**src/rtl/snitch_pkg.sv**
```systemverilog
// Shared Snitch constants: default load-tracking depth and the matching ID type.
package snitch_pkg;
    localparam int unsigned NumIntOutstandingLoads = 8;
    typedef logic [$clog2(NumIntOutstandingLoads)-1:0] meta_id_t;
endpackage

```
**src/rtl/snitch_reorder_entry_mem.sv**
```systemverilog
// Per-entry response payload storage: written by response ID, read by retire index.
module snitch_reorder_entry_mem #(
    parameter int unsigned NumOutstanding = 8,
    parameter int unsigned DataWidth      = 32,
    parameter int unsigned IdWidth        = 3
) (
    input  logic                 clk_i,
    input  logic                 we_i,
    input  logic [IdWidth-1:0]   waddr_i,
    input  logic [DataWidth-1:0] wdata_i,
    input  logic                 werror_i,
    input  logic [IdWidth-1:0]   raddr_i,
    output logic [DataWidth-1:0] rdata_o,
    output logic                 rerror_o
);
    logic [DataWidth-1:0] data_q  [NumOutstanding];
    logic                 error_q [NumOutstanding];

    always_ff @(posedge clk_i) begin
        if (we_i) begin
            data_q[waddr_i]  <= wdata_i;
            error_q[waddr_i] <= werror_i;
        end
    end

    assign rdata_o  = data_q[raddr_i];
    assign rerror_o = error_q[raddr_i];
endmodule

```
**src/rtl/snitch_resp_reorder.sv**
```systemverilog
// Tracks outstanding memory requests by ID and returns responses to the core,
// either in issue order (InOrder=1) or in arrival order (InOrder=0).
module snitch_resp_reorder
    import snitch_pkg::*;
#(
    parameter int unsigned NumOutstanding = NumIntOutstandingLoads,
    parameter int unsigned DataWidth      = 32,
    parameter bit          InOrder        = 1'b1,
    parameter int unsigned IdWidth        = (NumOutstanding > 1) ? $clog2(NumOutstanding) : 1
) (
    input  logic                 clk_i,
    input  logic                 rst_ni,
    input  logic                 core_q_valid_i,
    output logic                 core_q_ready_o,
    output logic                 mem_q_valid_o,
    input  logic                 mem_q_ready_i,
    output logic [IdWidth-1:0]   mem_q_id_o,
    input  logic                 mem_p_valid_i,
    input  logic [IdWidth-1:0]   mem_p_id_i,
    input  logic [DataWidth-1:0] mem_p_data_i,
    input  logic                 mem_p_error_i,
    output logic                 core_p_valid_o,
    input  logic                 core_p_ready_i,
    output logic [DataWidth-1:0] core_p_data_o,
    output logic                 core_p_error_o,
    output logic [IdWidth-1:0]   core_p_id_o,
    output logic                 empty_o
);
    localparam int unsigned CntWidth = $clog2(NumOutstanding + 1);
    typedef logic [IdWidth-1:0] id_t;

    id_t                       head_q, head_d, tail_q, tail_d, fr_q, fr_d, fw_q, fw_d;
    logic [CntWidth-1:0]       count_q, count_d, fc_q, fc_d;
    logic [NumOutstanding-1:0] done_q, done_d, pend_q, pend_d;
    logic                      ov_q, ov_d, oe_q, oe_d;
    logic [DataWidth-1:0]      od_q, od_d;
    id_t                       oid_q, oid_d;
    id_t                       fifo_q [NumOutstanding];
    id_t                       fifo_d [NumOutstanding];

    logic                      full, alloc, resp_ok, retire, out_free, pop, direct, mem_we;
    id_t                       rd_idx;
    logic [DataWidth-1:0]      rd_data;
    logic                      rd_error;

    // Full is judged on the registered count, so a retire cannot free a slot in the same cycle.
    assign full           = (count_q == CntWidth'(NumOutstanding));
    assign mem_q_valid_o  = core_q_valid_i & ~full & rst_ni;
    assign core_q_ready_o = mem_q_ready_i & ~full & rst_ni;
    assign mem_q_id_o     = tail_q;
    assign alloc          = core_q_valid_i & mem_q_ready_i & ~full & rst_ni;
    assign resp_ok        = mem_p_valid_i & pend_q[mem_p_id_i];
    assign empty_o        = (count_q == '0);

    snitch_reorder_entry_mem #(
        .NumOutstanding (NumOutstanding),
        .DataWidth      (DataWidth),
        .IdWidth        (IdWidth)
    ) i_entry_mem (
        .clk_i    (clk_i),
        .we_i     (mem_we),
        .waddr_i  (mem_p_id_i),
        .wdata_i  (mem_p_data_i),
        .werror_i (mem_p_error_i),
        .raddr_i  (rd_idx),
        .rdata_o  (rd_data),
        .rerror_o (rd_error)
    );

    always_comb begin
        if (InOrder) begin
            core_p_valid_o = done_q[head_q] & (count_q != '0);
            core_p_data_o  = rd_data;
            core_p_error_o = rd_error;
            core_p_id_o    = head_q;
        end else begin
            core_p_valid_o = ov_q;
            core_p_data_o  = od_q;
            core_p_error_o = oe_q;
            core_p_id_o    = oid_q;
        end
        retire   = core_p_valid_o & core_p_ready_i;
        out_free = ~ov_q | core_p_ready_i;
        pop      = !InOrder && out_free && (fc_q != '0);
        direct   = !InOrder && out_free && (fc_q == '0) && resp_ok;
        mem_we   = resp_ok & ~direct;
        rd_idx   = InOrder ? head_q : fifo_q[fr_q];
    end

    always_comb begin
        head_d  = head_q;
        tail_d  = tail_q;
        done_d  = done_q;
        pend_d  = pend_q;
        ov_d    = ov_q;
        od_d    = od_q;
        oe_d    = oe_q;
        oid_d   = oid_q;
        fifo_d  = fifo_q;
        fr_d    = fr_q;
        fw_d    = fw_q;
        fc_d    = fc_q;
        count_d = count_q + CntWidth'(alloc) - CntWidth'(retire);

        if (resp_ok) pend_d[mem_p_id_i] = 1'b0;
        if (mem_we)  done_d[mem_p_id_i] = 1'b1;
        if (alloc) begin
            tail_d         = tail_q + id_t'(1);
            pend_d[tail_q] = 1'b1;
            done_d[tail_q] = 1'b0;
        end

        if (InOrder) begin
            if (retire) begin
                head_d         = head_q + id_t'(1);
                done_d[head_q] = 1'b0;
            end
        end else begin
            // Responses that cannot enter the output register queue up by arrival order.
            if (mem_we) begin
                fifo_d[fw_q] = mem_p_id_i;
                fw_d         = fw_q + id_t'(1);
            end
            if (out_free) begin
                ov_d = 1'b0;
                if (pop) begin
                    ov_d                 = 1'b1;
                    od_d                 = rd_data;
                    oe_d                 = rd_error;
                    oid_d                = fifo_q[fr_q];
                    fr_d                 = fr_q + id_t'(1);
                    done_d[fifo_q[fr_q]] = 1'b0;
                end else if (direct) begin
                    ov_d  = 1'b1;
                    od_d  = mem_p_data_i;
                    oe_d  = mem_p_error_i;
                    oid_d = mem_p_id_i;
                end
            end
            fc_d = fc_q + CntWidth'(mem_we) - CntWidth'(pop);
        end
    end

    always_ff @(posedge clk_i or negedge rst_ni) begin
        if (!rst_ni) begin
            head_q  <= '0;
            tail_q  <= '0;
            count_q <= '0;
            done_q  <= '0;
            pend_q  <= '0;
            ov_q    <= 1'b0;
            od_q    <= '0;
            oe_q    <= 1'b0;
            oid_q   <= '0;
            fr_q    <= '0;
            fw_q    <= '0;
            fc_q    <= '0;
        end else begin
            head_q  <= head_d;
            tail_q  <= tail_d;
            count_q <= count_d;
            done_q  <= done_d;
            pend_q  <= pend_d;
            ov_q    <= ov_d;
            od_q    <= od_d;
            oe_q    <= oe_d;
            oid_q   <= oid_d;
            fr_q    <= fr_d;
            fw_q    <= fw_d;
            fc_q    <= fc_d;
        end
    end

    always_ff @(posedge clk_i) begin
        fifo_q <= fifo_d;
    end

`ifndef SYNTHESIS
    always @(posedge clk_i) begin
        if (rst_ni && mem_p_valid_i) begin
            assert (pend_q[mem_p_id_i])
            else $warning("snitch_resp_reorder: dropped response for id %0d that is not outstanding", mem_p_id_i);
        end
    end
`endif
endmodule

```
**config.mk**
```make
export PLATFORM = sky130hd
export DESIGN_NAME = snitch_resp_reorder
export DESIGN_NICKNAME = d
export VERILOG_FILES = /design/src/rtl/snitch_pkg.sv /design/src/rtl/snitch_reorder_entry_mem.sv /design/src/rtl/snitch_resp_reorder.sv
export SDC_FILE = /design/constraint.sdc
export NUM_CORES = 1
export LEC_CHECK = 0
export ABC_CLOCK_PERIOD_IN_PS = 3700
export CORE_MARGIN = 2
export CORE_UTILIZATION = 42
export DETAILED_ROUTE_END_ITERATION = 8
export PLACE_DENSITY = 0.72
export SLEW_MARGIN = 15
export SYNTH_ARGS = -nofsm -noshare
export SYNTH_HDL_FRONTEND = slang
export SYNTH_SLANG_ARGS = --single-unit
```
**constraint.sdc**
```tcl
create_clock -name clk_i -period 3.7 [get_ports clk_i]
set_input_delay 1.11 -clock clk_i [delete_from_list [all_inputs] [get_ports clk_i]]
set_output_delay 1.11 -clock clk_i [all_outputs]
set_load 0.02 [all_outputs]
```
; ---- After elaboration in Yosys (flattened, before gate mapping)
; Memory sizes are Yosys's and may differ from the RTL's.
; Cells that the tools add are included.
[word_totals]
ramBits = 264
reg_bits = 26
input_bits = 42
romBits = 0
wordCells = 59
out_inout_bits = 43
latchBits = 0
mem_count = 2
[classes]
order_cmp = 6
div_mod_pow = 0
mul = 0
shift = 0
addsub = 4
n_eq_ne = 1
bitwise_logic = 19
reduce_logical = 5
n_mux = 17
[memory_table]
columns = name, depth, width, rd, rd_ports_with_merged_regs, write_ports, line
row1 = i_entry_mem.data_q, 8, 32, 1, 0, 1, snitch_reorder_entry_mem.sv:16  ; logic [DataWidth-1:0] data_q [NumOutstanding];
row2 = i_entry_mem.error_q, 8, 1, 1, 0, 1, snitch_reorder_entry_mem.sv:17  ; logic error_q [NumOutstanding];
[op_table]
columns = operator, count
row1 = $mux 8, 5
row2 = $and 8x8->8, 3
row3 = $not 8->8, 3
row4 = $or 8x8->8, 2
row5 = $lt 3x4->1 const B, 3
row6 = $and 1x1->1, 10
row7 = $demux 1 s3, 3
row8 = $ge 3x1->1 const B, 3
row9 = $mux 1, 7
row10 = $add 3x1->3 const B, 2
row11 = $bmux 1 s3, 2
row12 = $add 4x1->4, 1
row13 = $eq 4x4->1 const B, 1
row14 = $logic_not 4->1, 1
row15 = $reduce_bool 4->1, 1
row16 = $sub 4x1->4, 1
row17 = $logic_and 1x1->1, 3
row18 = $not 1->1, 1

; ---- Longest topological paths before layout
; Gate-level depths: netlist (run 1).
[logic_depth]
word_depth = 10
mapped_depth = 12
mapped_depth_nobuf = 11

; ---- By module
; Synthesis (run 1) repeated with hierarchy kept, for this count alone.
[unflattened]
cells_unflattened = 528
area_unflattened_um2 = 11449.7
[modules_own_cells]
columns = module, seq_area_each_um2, area_each_um2, n_inst, cells_per_inst
row1 = snitch_reorder_entry_mem, 7927.6, 9979.6, 1, 394
row2 = snitch_resp_reorder, 650.6, 1470.2, 1, 134

; ---- Least setup slack after synthesis (run 1)
; Ideal clock, no wire load.
[synth_timing]
kind = input to register
start = input mem_p_id_i[1]
end = register done_q[6]
t_required_ns = 3.629
path_slack_ns = -0.221
path_buffers = 1
t_arrival_ns = 3.850
setup_ns = 0.071
path_stages = 4
path_cell_list = clkbuf_1 -> mux4_2 -> nor2_1 -> o221a_2
[synth_via]
elab_chain_cells = 10
elab_cells_between_ends = 14
cone_classes = order compare: 2 / mux: 7 / bitwise: 4 / reduce/logical: 1
[synth_rtl]
columns = element, line
row1 = from (decl), snitch_resp_reorder.sv:19  ; input logic [IdWidth-1:0] mem_p_id_i,
row2 = $lt 3x4->1 (not written as such) or $ge 3x1->1 (tied branches), snitch_resp_reorder.sv:106  ; if (mem_we) done_d[mem_p_id_i] = 1'b1;
row3 = $logic_and 1x1->1 (not written as such), snitch_resp_reorder.sv:106
row4 = $mux 1 (not written as such), snitch_resp_reorder.sv:106
row5 = $demux 1 s3, snitch_resp_reorder.sv:106
row6 = $or 8x8->8 (no line), n/a
row7 = $mux 8 *, snitch_resp_reorder.sv:106
row8 = $and 8x8->8 (no line), n/a
row9 = $mux 8 *, snitch_resp_reorder.sv:107  ; if (alloc) begin
row10 = $and 8x8->8 (no line), n/a
row11 = $mux 8 *, snitch_resp_reorder.sv:114  ; if (retire) begin
row12 = named net done_d[6], snitch_resp_reorder.sv:34  ; logic [NumOutstanding-1:0] done_q, done_d, pend_q, pend_d;
row13 = to (signal assigned), snitch_resp_reorder.sv:162  ; done_q <= done_d;
row14 = to (decl), snitch_resp_reorder.sv:34
; The timed path passes the listed nets; every way through them passes the cells marked *. The select of a mux whose other input is x is not followed.
; A chain may end at the register's enable or synchronous reset.

; ---- Final worst setup path (run 1)
[layout_timing]
start = register head_q[0] (netlist: core_p_id_o[0])
end = output core_p_data_o[13]
[layout_via]
elab_chain_cells = 1
[layout_rtl]
columns = element, line
row1 = from (decl), snitch_resp_reorder.sv:32  ; id_t head_q, head_d, tail_q, tail_d, fr_q, fr_d, fw_q, fw_d;
row2 = from (signal assigned), snitch_resp_reorder.sv:146  ; head_q <= '0;
row3 = from (signal assigned), snitch_resp_reorder.sv:159  ; head_q <= head_d;
row4 = $mem_v2 8x32, n/a
row5 = to (decl), snitch_resp_reorder.sv:24  ; output logic [DataWidth-1:0] core_p_data_o,
; Every way passes these cells.

==> results of run 1 <==
worst max path at each step:
stage / slack, ns / from / depth (start not counted) / end
2_1_floorplan: -0.20 / mem_p_id_i[1] / 4 / done_q[3]
3_3_place_gp: 0.20 / rst_ni / 3 / mem_q_valid_o
3_5_place_dp: 0.22 / mem_p_id_i[0] / 6 / i_entry_mem.data_q[2][11]
4_1_cts: 0.03 / core_p_id_o[0] / 4 / core_p_data_o[26]
5_1_grt: 0.02 / core_p_id_o[0] / 5 / core_p_data_o[14]
6_report: 0.07 / core_p_id_o[0] / 5 / core_p_data_o[13]
repair_timing:
| action | CTS | global route |
|---|---|---|
| setup endpoints to repair | 34 | 4 |
| gates cloned | 2 | 0 |
| buffers inserted | 8 | 0 |
| gates resized for setup | 54 | 4 |
cell type report:
type / count / area (sq um)
Tap cell: 341 / 427
Clock inverter: 11 / 164
Multi-Input combinational cell: 203 / 2760
Fill cell: 2063 / 12800
Clock buffer: 42 / 825
Sequential cell: 290 / 8590
Timing Repair Buffer: 125 / 1310
Inverter: 17 / 63.8
kinds of logic after synthesis:
| kind of cell | count (synthesis) |
|---|---|
| buffers and inverters | 44 |
| muxes | 120 |
| and+or+nand+nor | 49 |
| adders and majority gates | 9 |
| AOI/OAI and AO/OA | 19 |
| xor gates and xnor gates | 6 |
| DFF | 290 |
per-layer routing:
layer,vias up,global-route usage [%],routed length (microns)
li1,2474,-,-
met1,3001,22.7,9750
met2,222,28.6,11800
met3,49,2.87,1470
met4,2,4.20,529
met5,-,0,13
stage by stage:
step | instances | setup TNS [ns]
after floorplan | 537 | -15.56
after global placement | 966 | 0
after detailed placement | 966 | 0
after CTS | 1029 | 0
after global routing | 1029 | 0
final | 1029 | 0
report_power, final:
group	internal [mW]	switching (mW)	total (mW)
Sequential	3.83	0.218	4.05
Combinational	1.92	1.78	3.70
Clock	1.82	1.18	3.00
flip-flops by register name (all words and copies together), names as in the netlist:
register / cells
pend_q: 8
count_q: 4
core_p_id_o: 3
done_q: 8
i_entry_mem.data_q: 256
mem_q_id_o: 3
i_entry_mem.error_q: 8
synth_stat cells, drive strengths merged, types with 5 or more instances:
cell / number
nor2: 9
nand2: 9
and3: 5
dfrtp: 26
o21ai: 6
clkbuf: 12
mux2i: 8
o221a: 6
mux2: 42
mux4: 70
edfxtp: 264
ha: 8
inv: 17
nand3: 6
buf: 15
==> results.json, run 1 <==
{
  "yosys_warnings": 0,
  "design_area_sq_um": 14100,
  "r2r-end": "count_q[1]",
  "cts-root-buf": "clkbuf_16",
  "r2r_slack_ns": 0.63,
  "cts_htree_levels": 1,
  "grt_start_max_net_pins": 42,
  "finalPower_mw": 10.7,
  "path_clk_slew_ns": 0.06,
  "maxSlewHeadroom_pct": 65.3,
  "dieHeight_microns": 169,
  "drive_gt1_share_pct": 32.0,
  "hold_start": "count_q[0]",
  "synthAdderAreaFrac_pct": 1.04,
  "cts_sinks": 290,
  "dpl.hpwl_microns": 14000,
  "arrival_ns": 2.52,
  "num_rows": 60,
  "diodes": 0,
  "syn_nets": 588,
  "synth_simple_gate_area_share_pct": 2.39,
  "drc": 0,
  "p_per_area_nw_per_um2": 760,
  "numPortBuffers": 84,
  "critical_path_required_ns": 2.59,
  "crit_type": "register to output pin",
  "initial_core_util_pct": 42.7,
  "final.setup.worst_slack_ns": 0.0711,
  "viasPerCell": 5.59,
  "slew_violations": 0,
  "synth_edf_count": 264,
  "hp-class": "register to register",
  "first_global_vias": 6172,
  "rsz0062_at_grt": "false",
  "synth-xor-area-share_pct": 0.457,
  "wl_per_cell_microns": 22.9,
  "setup_violations": 0,
  "max_freq_mhz": 276,
  "cap_violations": 0,
  "die_area_sq_um": 28700,
  "synthMuxAreaShare_pct": 18.5,
  "grt_usage_pct": 16.8,
  "clock_latency_ns": 0.54,
  "ant_nets": 0,
  "yosysUniqueCellTypes": 39,
  "status": "completed",
  "routabilityCongestion": 0.858,
  "fin_crit_sh_pct": 98.1,
  "synth_flop_cell": "edfxtp_1",
  "gr-total-overflow": 0,
  "startpoint_type": "register",
  "coreArea_sq_um": 27000,
  "dr.pass1.iters": 5,
  "synth_compound_gate_area_share_pct": 1.30,
  "pre_cts_ws_ns": 0.216,
  "wl_microns": 23600,
  "reg2regPathDepth": 11,
  "rr_startpoint": "core_p_id_o[0]",
  "syn_area_sq_um": 11500,
  "worst-slew-pin-transition_ns": 0.515,
  "ys_seq_area_share_pct": 74.6,
  "layout_commonest_cell": "edfxtp_1",
  "hold_viol": 0,
  "synthCells": 537,
  "cts_tree": "yes",
  "dpl_cell_area_sq_um": 13100,
  "cts_buffer_depth": 3,
  "end_kind": "output pin",
  "die_x_microns": 169,
  "synth-seq-cells": 290,
  "antenna_found_initial": 1,
  "hold_depth": 1,
  "synth_top_family_by_area": "multiplexers",
  "syn_avg_cell_area_sq_um": 21.4,
  "hold_buffers": 0,
  "cts_made_buffers": 29,
  "areaGrowthSynthToFinish_pct": 22.9,
  "fin_skew_ns": 0.0108,
  "holdWs_ns": 0.533,
  "critPathBufInv": 3,
  "yosysTopAreaCell": "edfxtp_1",
  "async_flop_share_pct": 8.97,
  "drt-initial-drc-count": 539,
  "fin_util_pct": 52.4,
  "io_pins": 85,
  "crit_chain": "buf_12 -> bufbuf_16 -> mux4_2 -> mux2_2 -> clkdlybuf4s15_1",
  "num_vias": 5748,
  "layout_common_cells": "edfxtp_1 (264), mux4_2 (70), clkdlybuf4s50_1 (50), mux2_2 (41), clkbuf_16 (29)",
  "cp_top_family": "multiplexers",
  "crit_fanout": 8,
  "cpMaxStageDelayCell": "mux4_2",
  "holdPathEnd": "count_q[0]",
  "synth_top_cell_area_share_pct": 69.0,
  "ir_drop_v": 0.000775,
  "max_stage_delay_ns": 0.50,
  "leakage_nw": 4.82,
  "period_minus_slack_ns": 3.63,
  "fin_nets": 717,
  "synth_area_leaders": "edfxtp_1 (69%), mux4_2 (14%), dfrtp_1 (5.7%)",
  "grt_pass1_wl_microns": 36400
}
No activity file was read; power rests on OpenSTA's default activity.
==> inputs of run 2 (changes only) <==
CAP_MARGIN = 0   (was unset)
==> results of run 2 <==
Same layout as run 1: the final DEF is identical, and so are final timing and power.
